**src/rtl/fifo_pkg.sv**
```systemverilog
// Shared sizing and types for the 16-entry synchronous FIFO.
// Error flags are built only when FIFO_ERR_FLAGS_EN is defined.
package fifo_pkg;
  localparam int DATA_WIDTH = 8;
  localparam int DEPTH      = 16;
  localparam int PTR_W      = $clog2(DEPTH);
  localparam int CNT_W      = PTR_W + 1;

  typedef logic [DATA_WIDTH-1:0] data_ty;
  typedef logic [PTR_W-1:0]      ptr_t;
  typedef logic [CNT_W-1:0]      cnt_t;
endpackage

```
**src/rtl/fifo_mem.sv**
```systemverilog
// DEPTH x DATA_WIDTH register array for sync_fifo.
// One synchronous write port, one combinational read port.
module fifo_mem
  import fifo_pkg::*;
(
  input  logic   clk,
  input  logic   we_i,
  input  ptr_t   waddr_i,
  input  data_ty wdata_i,
  input  ptr_t   raddr_i,
  output data_ty rdata_o
);

  data_ty mem_q [DEPTH];

  // Storage is intentionally not reset
  always_ff @(posedge clk) begin
    if (we_i) begin
      mem_q[waddr_i] <= wdata_i;
    end
  end

  assign rdata_o = mem_q[raddr_i];

endmodule

```
**src/rtl/sync_fifo.sv**
```systemverilog
// Single-clock FIFO with registered read data and full/empty status.
// Sticky overflow/underflow ports exist only with FIFO_ERR_FLAGS_EN.
module sync_fifo
  import fifo_pkg::*;
(
  input  logic   clk,
  input  logic   rst,
  input  data_ty data_in,
  input  logic   push,
  input  logic   pop,
  output data_ty data_out,
  output logic   full,
  output logic   empty,
  output cnt_t   count
`ifdef FIFO_ERR_FLAGS_EN
  ,
  output logic   overflow,
  output logic   underflow
`endif
);

  ptr_t   wr_ptr_q, wr_ptr_d;
  ptr_t   rd_ptr_q, rd_ptr_d;
  cnt_t   count_q, count_d;
  data_ty dout_q, dout_d;
  data_ty rdata;
  logic   push_acc;
  logic   pop_acc;

  assign full  = (count_q == cnt_t'(DEPTH));
  assign empty = (count_q == '0);

  // A pop frees the slot the same-cycle push lands in
  assign pop_acc  = pop & ~empty;
  assign push_acc = push & (~full | pop_acc);

  fifo_mem u_mem (
    .clk     (clk),
    .we_i    (push_acc),
    .waddr_i (wr_ptr_q),
    .wdata_i (data_in),
    .raddr_i (rd_ptr_q),
    .rdata_o (rdata)
  );

  always_comb begin
    wr_ptr_d = wr_ptr_q;
    rd_ptr_d = rd_ptr_q;
    count_d  = count_q;
    dout_d   = dout_q;
    if (push_acc) begin
      wr_ptr_d = wr_ptr_q + ptr_t'(1);
    end
    if (pop_acc) begin
      rd_ptr_d = rd_ptr_q + ptr_t'(1);
      dout_d   = rdata;
    end
    unique case ({push_acc, pop_acc})
      2'b10:   count_d = count_q + cnt_t'(1);
      2'b01:   count_d = count_q - cnt_t'(1);
      default: count_d = count_q;
    endcase
  end

  always_ff @(posedge clk or negedge rst) begin
    if (!rst) begin
      wr_ptr_q <= '0;
      rd_ptr_q <= '0;
      count_q  <= '0;
      dout_q   <= '0;
    end else begin
      wr_ptr_q <= wr_ptr_d;
      rd_ptr_q <= rd_ptr_d;
      count_q  <= count_d;
      dout_q   <= dout_d;
    end
  end

  assign data_out = dout_q;
  assign count    = count_q;

`ifdef FIFO_ERR_FLAGS_EN
  logic ovf_q, ovf_d;
  logic udf_q, udf_d;

  assign ovf_d = ovf_q | (push & full & ~pop_acc);
  assign udf_d = udf_q | (pop & empty);

  always_ff @(posedge clk or negedge rst) begin
    if (!rst) begin
      ovf_q <= 1'b0;
      udf_q <= 1'b0;
    end else begin
      ovf_q <= ovf_d;
      udf_q <= udf_d;
    end
  end

  assign overflow  = ovf_q;
  assign underflow = udf_q;
`endif

endmodule

```
**config.mk**
```make
export PLATFORM = sky130hd
export DESIGN_NAME = sync_fifo
export DESIGN_NICKNAME = d
export VERILOG_FILES = /design/src/rtl/fifo_pkg.sv /design/src/rtl/fifo_mem.sv /design/src/rtl/sync_fifo.sv
export SDC_FILE = /design/constraint.sdc
export NUM_CORES = 1
export LEC_CHECK = 0
export CORE_MARGIN = 10
export CORE_UTILIZATION = 60
export DETAILED_ROUTE_END_ITERATION = 16
export GPL_TIMING_DRIVEN = 0
export PLACE_DENSITY = 0.84
export SETUP_SLACK_MARGIN = 0.2
export SLEW_MARGIN = 20
export SYNTH_ARGS = -nofsm -noshare
export SYNTH_HDL_FRONTEND = slang
export SYNTH_SLANG_ARGS = --single-unit
```
**constraint.sdc**
```tcl
create_clock -name clk -period 3 [get_ports clk]
set_input_delay 0.6 -clock clk [delete_from_list [all_inputs] [get_ports clk]]
set_output_delay 0.6 -clock clk [all_outputs]
set_load 0.005 [all_outputs]
```
==> impl_metrics.env <==
export IMPL_fillerInstances=583
export IMPL_totalNegativeSetupSlack_ps=0
export IMPL_core_area_mm2=0.00977
export IMPL_dr_pass1_iters=5
export IMPL_reg2reg_from="count[0]"
export IMPL_clk_latency_ps=520
export IMPL_grt_usage_pct=18.3
export IMPL_max_freq_mhz=360
export IMPL_crit_path_cell_trace="nor4_2 -> nand2_1 -> inv_1 -> clkdlybuf4s50_1"
export IMPL_slew_viol_final=0
export IMPL_async_reset_ff_share_pct=14.1
export IMPL_powerDensity_mw_per_mm2=992
export IMPL_grt_max_degree=22
export IMPL_numCtsBuffers=17
export IMPL_cts_root_buf="clkbuf_8"
export IMPL_ir_worst_vdd_v=0.000578
export IMPL_syn_area_mm2=0.00603
export IMPL_synthCells=312
export IMPL_rows=36
export IMPL_layout_drive_gt1_share_pct=26.5
export IMPL_yosysTopAreaCell="edfxtp_1"
export IMPL_crit_fanout=4
export IMPL_die_h_um=120
export IMPL_startpoint="count[1]"
export IMPL_io_pins=27
export IMPL_drt_total_wl_mm=12.5
export IMPL_nets=381
export IMPL_clock_skew_ps=10.0
export IMPL_hold_slack_ps=43.8
export IMPL_slew_headroom_pct=37.8
export IMPL_ys_types=40
export IMPL_worstHoldPathType="input port to async pin"
export IMPL_drc=0
export IMPL_rsz0062_at_grt="true"
export IMPL_ys_warn_count=0
export IMPL_grt_overflow=0
export IMPL_die_w_um=120
export IMPL_crit_path_start_kind="register"
export IMPL_grt_pass1_wl_mm=19.4
export IMPL_clk_pin_slew_ps=70
export IMPL_avgRoutedWirePerCell_um=24.8
export IMPL_dpl_hpwl_mm=7.64
export IMPL_portBuffers=26
export IMPL_path_depth=4
export IMPL_max_stage_delay_ps=500
export IMPL_synth_seq_area_share_pct=72.5
export IMPL_cts_sinks=149
export IMPL_synthToLayoutAreaGrowth_pct=18.5
export IMPL_final_util_pct=73.1
export IMPL_finalSetupViolCount=0
export IMPL_crit_end="full"
export IMPL_drv_cap=0
export IMPL_synth_edff_count=128
export IMPL_cts_hold_buffers=0
export IMPL_leakagePower_uw=0.00248
export IMPL_ant_nets=0
export IMPL_initial_core_util_pct=61.7
export IMPL_avgSynthCellArea_um2=19.3
export IMPL_synth_area_leaders="edfxtp_1 (64%), mux4_2 (12%), dfrtp_1 (8.7%), mux2i_1 (2.7%), ha_1 (1.7%)"
export IMPL_drt_iter0_markers=355
export IMPL_r2r_end="count[4]"
export IMPL_cp_top_family="simple AND/OR/NAND/NOR gates"
export IMPL_ys_ff_latch=149
export IMPL_rrSetupSlack_ps=300
export IMPL_dieArea_mm2=0.0145
export IMPL_gp_congestion=0.814
export IMPL_synth_flop_cell="edfxtp_1"
export IMPL_vias_per_cell=6.22
export IMPL_required_ps=2400
export IMPL_num_vias=3145
export IMPL_period_share_pct=92.5
export IMPL_cts_tree="done"
export IMPL_path_class="register to output port"
export IMPL_status="completed"
export IMPL_synth_top_area_share_pct=63.8
export IMPL_ctsLongestPathBuffers=2
export IMPL_syn_nets=333
export IMPL_endpoint_kind="output port"
export IMPL_critPathBufInv=2
export IMPL_worst_slew_pin_slew_ps=930
export IMPL_grt_pass1_vias=3325
export IMPL_min_period_ps=2780
export IMPL_slowest_stage="clkdlybuf4s50_1"
export IMPL_fin_cells=506
export IMPL_diodes=0
export IMPL_htree_levels=4
export IMPL_placed_cells=471
export IMPL_antenna_found_initial=0
export IMPL_hold_viol_final=0
export IMPL_critical_path_arrival_ps=2180
export IMPL_reg2reg_depth=9
-- cell usage in the layout, fill, tap and decap left out, drive strengths merged, types with 3 or more instances in the layout --
| cell type | n |
|---|---|
| ha | 8 |
| o21ai | 4 |
| xnor2 | 9 |
| clkbuf | 22 |
| nand2 | 20 |
| mux4 | 32 |
| o221ai | 8 |
| inv | 14 |
| clkdlybuf4s50 | 24 |
| a21oi | 3 |
| mux2i | 16 |
| bufinv | 3 |
| nor2 | 15 |
| clkinv | 3 |
| nor3 | 4 |
| buf | 15 |
| dfrtp | 21 |
| nand2b | 3 |
| edfxtp | 128 |
| mux2 | 3 |
-- registers in the layout, summed over array words and instances, names as in the netlist --
signal / cells
u_mem.mem_q: 128
count: 5
data_out: 8
rd_ptr_q: 4
wr_ptr_q: 4
-- power breakdown --
part	switching, uW	internal (uW)
Combinational	1080	1030
Sequential	176	2580
Clock	914	1310
Total	2170	4920
-- what timing repair did --
action                     CTS  global route
pin swaps                    0             2
resized for setup            2             3
buffers inserted             2             1
setup endpoints to repair    3             3
-- cell usage after synthesis (all sizes together), types with 4 or more instances --
master  count
o221ai      8
clkbuf      5
o21ai       4
inv         6
mux4       32
edfxtp    128
nand2      20
xnor2       9
buf        11
mux2i      16
nor3        4
nor2       15
dfrtp      21
ha          8
-- metrics by stage --
stage / cell area (um^2) / setup slack (ps) / power (uW)
3_3_place_gp: 6450 / -172 / 4730
3_5_place_dp: 6470 / -107 / 4830
5_1_grt: 7140 / 108 / 7400
2_1_floorplan: 6030 / 397 / 4140
4_1_cts: 7120 / 205 / 7100
6_report: 7140 / 225 / 7090
-- routing by layer --
metal,track usage (%),wire (um)
met3,5.86,893
met2,30.3,6530
met5,0,0
met4,7.32,280
met1,21.8,4850
-- worst min path at each step --
stage,from,endpoint,slack (ps),depth (start not counted)
finish,rst,count[2],40,1
global route,rst,count[1],50,1
floorplan,rst,count[0],300,0
detailed placement,data_out[7],data_out[7],490,2
CTS,data_out[7],data_out[7],500,2
global placement,data_out[0],data_out[0],470,2
-- kinds of logic after synthesis --
family / after synthesis / synth area share, %
flops: 149 / 72.5
xor+xnor: 9 / 1.31
compound gates: 21 / 2.97
simple gates: 51 / 4.19
fa+ha+maj: 9 / 1.99
buf+inv: 22 / 1.76
mux: 51 / 15.3
-- area by class of cell --
class                   count  area [um^2]  share of cell area (%)
repair buffers             29          280                    3.92
flip-flops and latches    149         4370                    61.2
clock inverters            15          209                    2.93
clock buffers              17          414                    5.80
well taps                 133          166                    2.33
inverters                   6         22.5                   0.315
multi-input cells         141         1600                    22.4
plain buffers              16         83.8                    1.17
Power figures use the tool's default switching activity.
==> variant: new RTL, config.mk and constraints unchanged <==
`DATA_WIDTH`: 8 -> 12.
--- a/src/rtl/fifo_pkg.sv
+++ b/src/rtl/fifo_pkg.sv
@@ -1,7 +1,7 @@
 // Shared sizing and types for the 16-entry synchronous FIFO.
 // Error flags are built only when FIFO_ERR_FLAGS_EN is defined.
 package fifo_pkg;
-  localparam int DATA_WIDTH = 8;
+  localparam int DATA_WIDTH = 12;
   localparam int DEPTH      = 16;
   localparam int PTR_W      = $clog2(DEPTH);
   localparam int CNT_W      = PTR_W + 1;
Ports: changed (resized data_in and data_out); port bits go from 27 to 35. The function was not compared with the original's and may differ.
==> variant against the unedited design <==
Count of clock-buffer cells in the layout rose by 15; synthesized cell count increased by 34%; sequential cell count increased by 68; wire length up 55%; power grew 33%; sequential share of layout area increased by 3.4 points; worst setup slack lost 0.0017 ns; clock power increased by 12%; synthesized area is 42% higher; design area up 39%; critical endpoint is now u_mem.mem_q[7][10]; highest routed layer unchanged.
==> variant: results (changes against the unedited design) <==
* DR iter-0 viols at 673 (+90%)
* IO Port Bufs at 34 (+31%)
* Crit path DAT at 2.88 ns (+0.70 ns)
* Outcome: completed
* Final nets at 504 (+32%)
* Post-synth EDFFs at 192 (+50%)
* Top post-synthesis cells by area: edfxtp_1 68%, mux4_2 13%, dfrtp_1 7.3%, mux2i_1 2.8%, o221ai_1 1.2%
* Worst ir drop on vdd at 604.0 uV (+4.4%)
* Seq/Total Area, Yosys at 74.86% (+2.4 points)
* Largest net degree at the start of global routing at 26 (+18%)
* Yosys cell types at 37 (-7.5%)
* Lkg Pwr at 3.318 nW (+34%)
* Internal Pwr Total at 6.519 mW (+33%)
* Cells after synthesis at 417 (+34%)
* Clock Skew at 0.01471 ns (+0.004680 ns)
* Worst slew pin tran at 1.004 ns (+0.07438 ns)
* Worst Setup SP: pop
* Number of instances in the placed design at 635 (+35%)
* Post-DR wirelength/cell at 28.84 um (+16%)
* TritonCTS buffer count at 21 (+4)
* Most instantiated cells after synthesis: 192 x edfxtp_1, 48 x mux4_2, 25 x dfrtp_1
* Ys async rst share at 11.52% (-2.6 points)
* Vias/cell at 6.543 (+5.3%)
* Placed cell area at 9181 um2 (+42%)
* First-pass GRT wire length at 29410 um (+52%)
* H-tree depth at 1 (-3)
* Clk_lat worst skew at 0.49 ns (-0.03 ns)
* Post-route minimum period at 2.777 ns (+0.001659 ns)
* Syn Nets at 442 (+33%)
* Routability cong. at 0.7972 (-2.1%)
* Gr usage total at 20.01% (+1.7 points)
* Crit path max fanout at 12 (+8)
* Highest-delay cell along the critical path: nor2_2
* Post-detail-place hpwl at 11620 um (+52%)
* Root buf cell: clkbuf_16
## variant: power groups by stage
| stage | Combinational, mW | Clock (mW) | Sequential [mW] |
|---|---|---|---|
| after detailed placement | 2.86 | 0 | 4.00 |
| after global placement | 2.68 | 0 | 3.97 |
| after floorplan | 1.84 | 0 | 3.94 |
| after global routing | 3.15 | 2.63 | 4.00 |
| final | 2.96 | 2.49 | 3.97 |
| after CTS | 2.91 | 2.50 | 3.94 |
## variant: critical path, delay by kind of cell
family | cells | cell delay, ns
AOI/OAI and AO/OA | 1 | 0.21
buffers and inverters | 2 | 0.97
and+or+nand+nor | 2 | 1.10
## variant: timing repair
action,in CTS,in global routing
setup endpoints to repair,1,75
pin swaps,1,1
gates resized for setup,0,12
buffers inserted,1,0
## variant: final cells by class
| type | count | area (um2) |
|---|---|---|
| timing repair buffer | 39 | 379.1 |
| multi-input combinational | 173 | 2135 |
| clock buffer | 32 | 586.8 |
| sequential | 217 | 6394 |
| inverter | 6 | 22.52 |
| buffer | 21 | 98.84 |
| tap | 180 | 225.2 |
| clock inverter | 6 | 57.56 |
| fill | 771 | 4036 |
## variant: logic make-up after synthesis
| kind of cell | Yosys count | share of synthesized area [%] |
|---|---|---|
| flops | 217 | 74.86 |
| xor+xnor | 9 | 0.9234 |
| simple gates | 55 | 3.005 |
| compound gates | 25 | 2.506 |
| buf+inv | 27 | 1.422 |
| mux | 75 | 15.87 |
| fa+ha+maj | 9 | 1.407 |
## variant: path summary, 6_finish.rpt
kind | endpoint | slack [ns] | cells past startpoint
hold / removal | count[3] | 0.14 | 1
setup / recovery | u_mem.mem_q[7][10] | 0.22 | 5
max in group asynchronous | count[1] | 2.40 | 1
min in group clk | data_out[10] | 0.50 | 2
setup reg to reg | count[4] | 0.31 | 9
hold reg to reg | data_out[10] | 0.50 | 2
## variant: per-stage QoR
step | worst slack (ns) | hold slack [ns]
finish | 0.2230 | 0.1399
global route | 0.1189 | 0.1766
CTS | 0.2100 | 0.1587
detailed placement | -0.2378 | 0.4832
global placement | -1.106 | 0.4699
floorplan | 0.3836 | 0.3044
## variant: layer usage
metal  share of wire, %  global-route usage (%)
met4                2.5                   5.821
met5                  0                       0
met2                 51                   33.42
met3                9.9                   5.002
met1                 37                   25.41
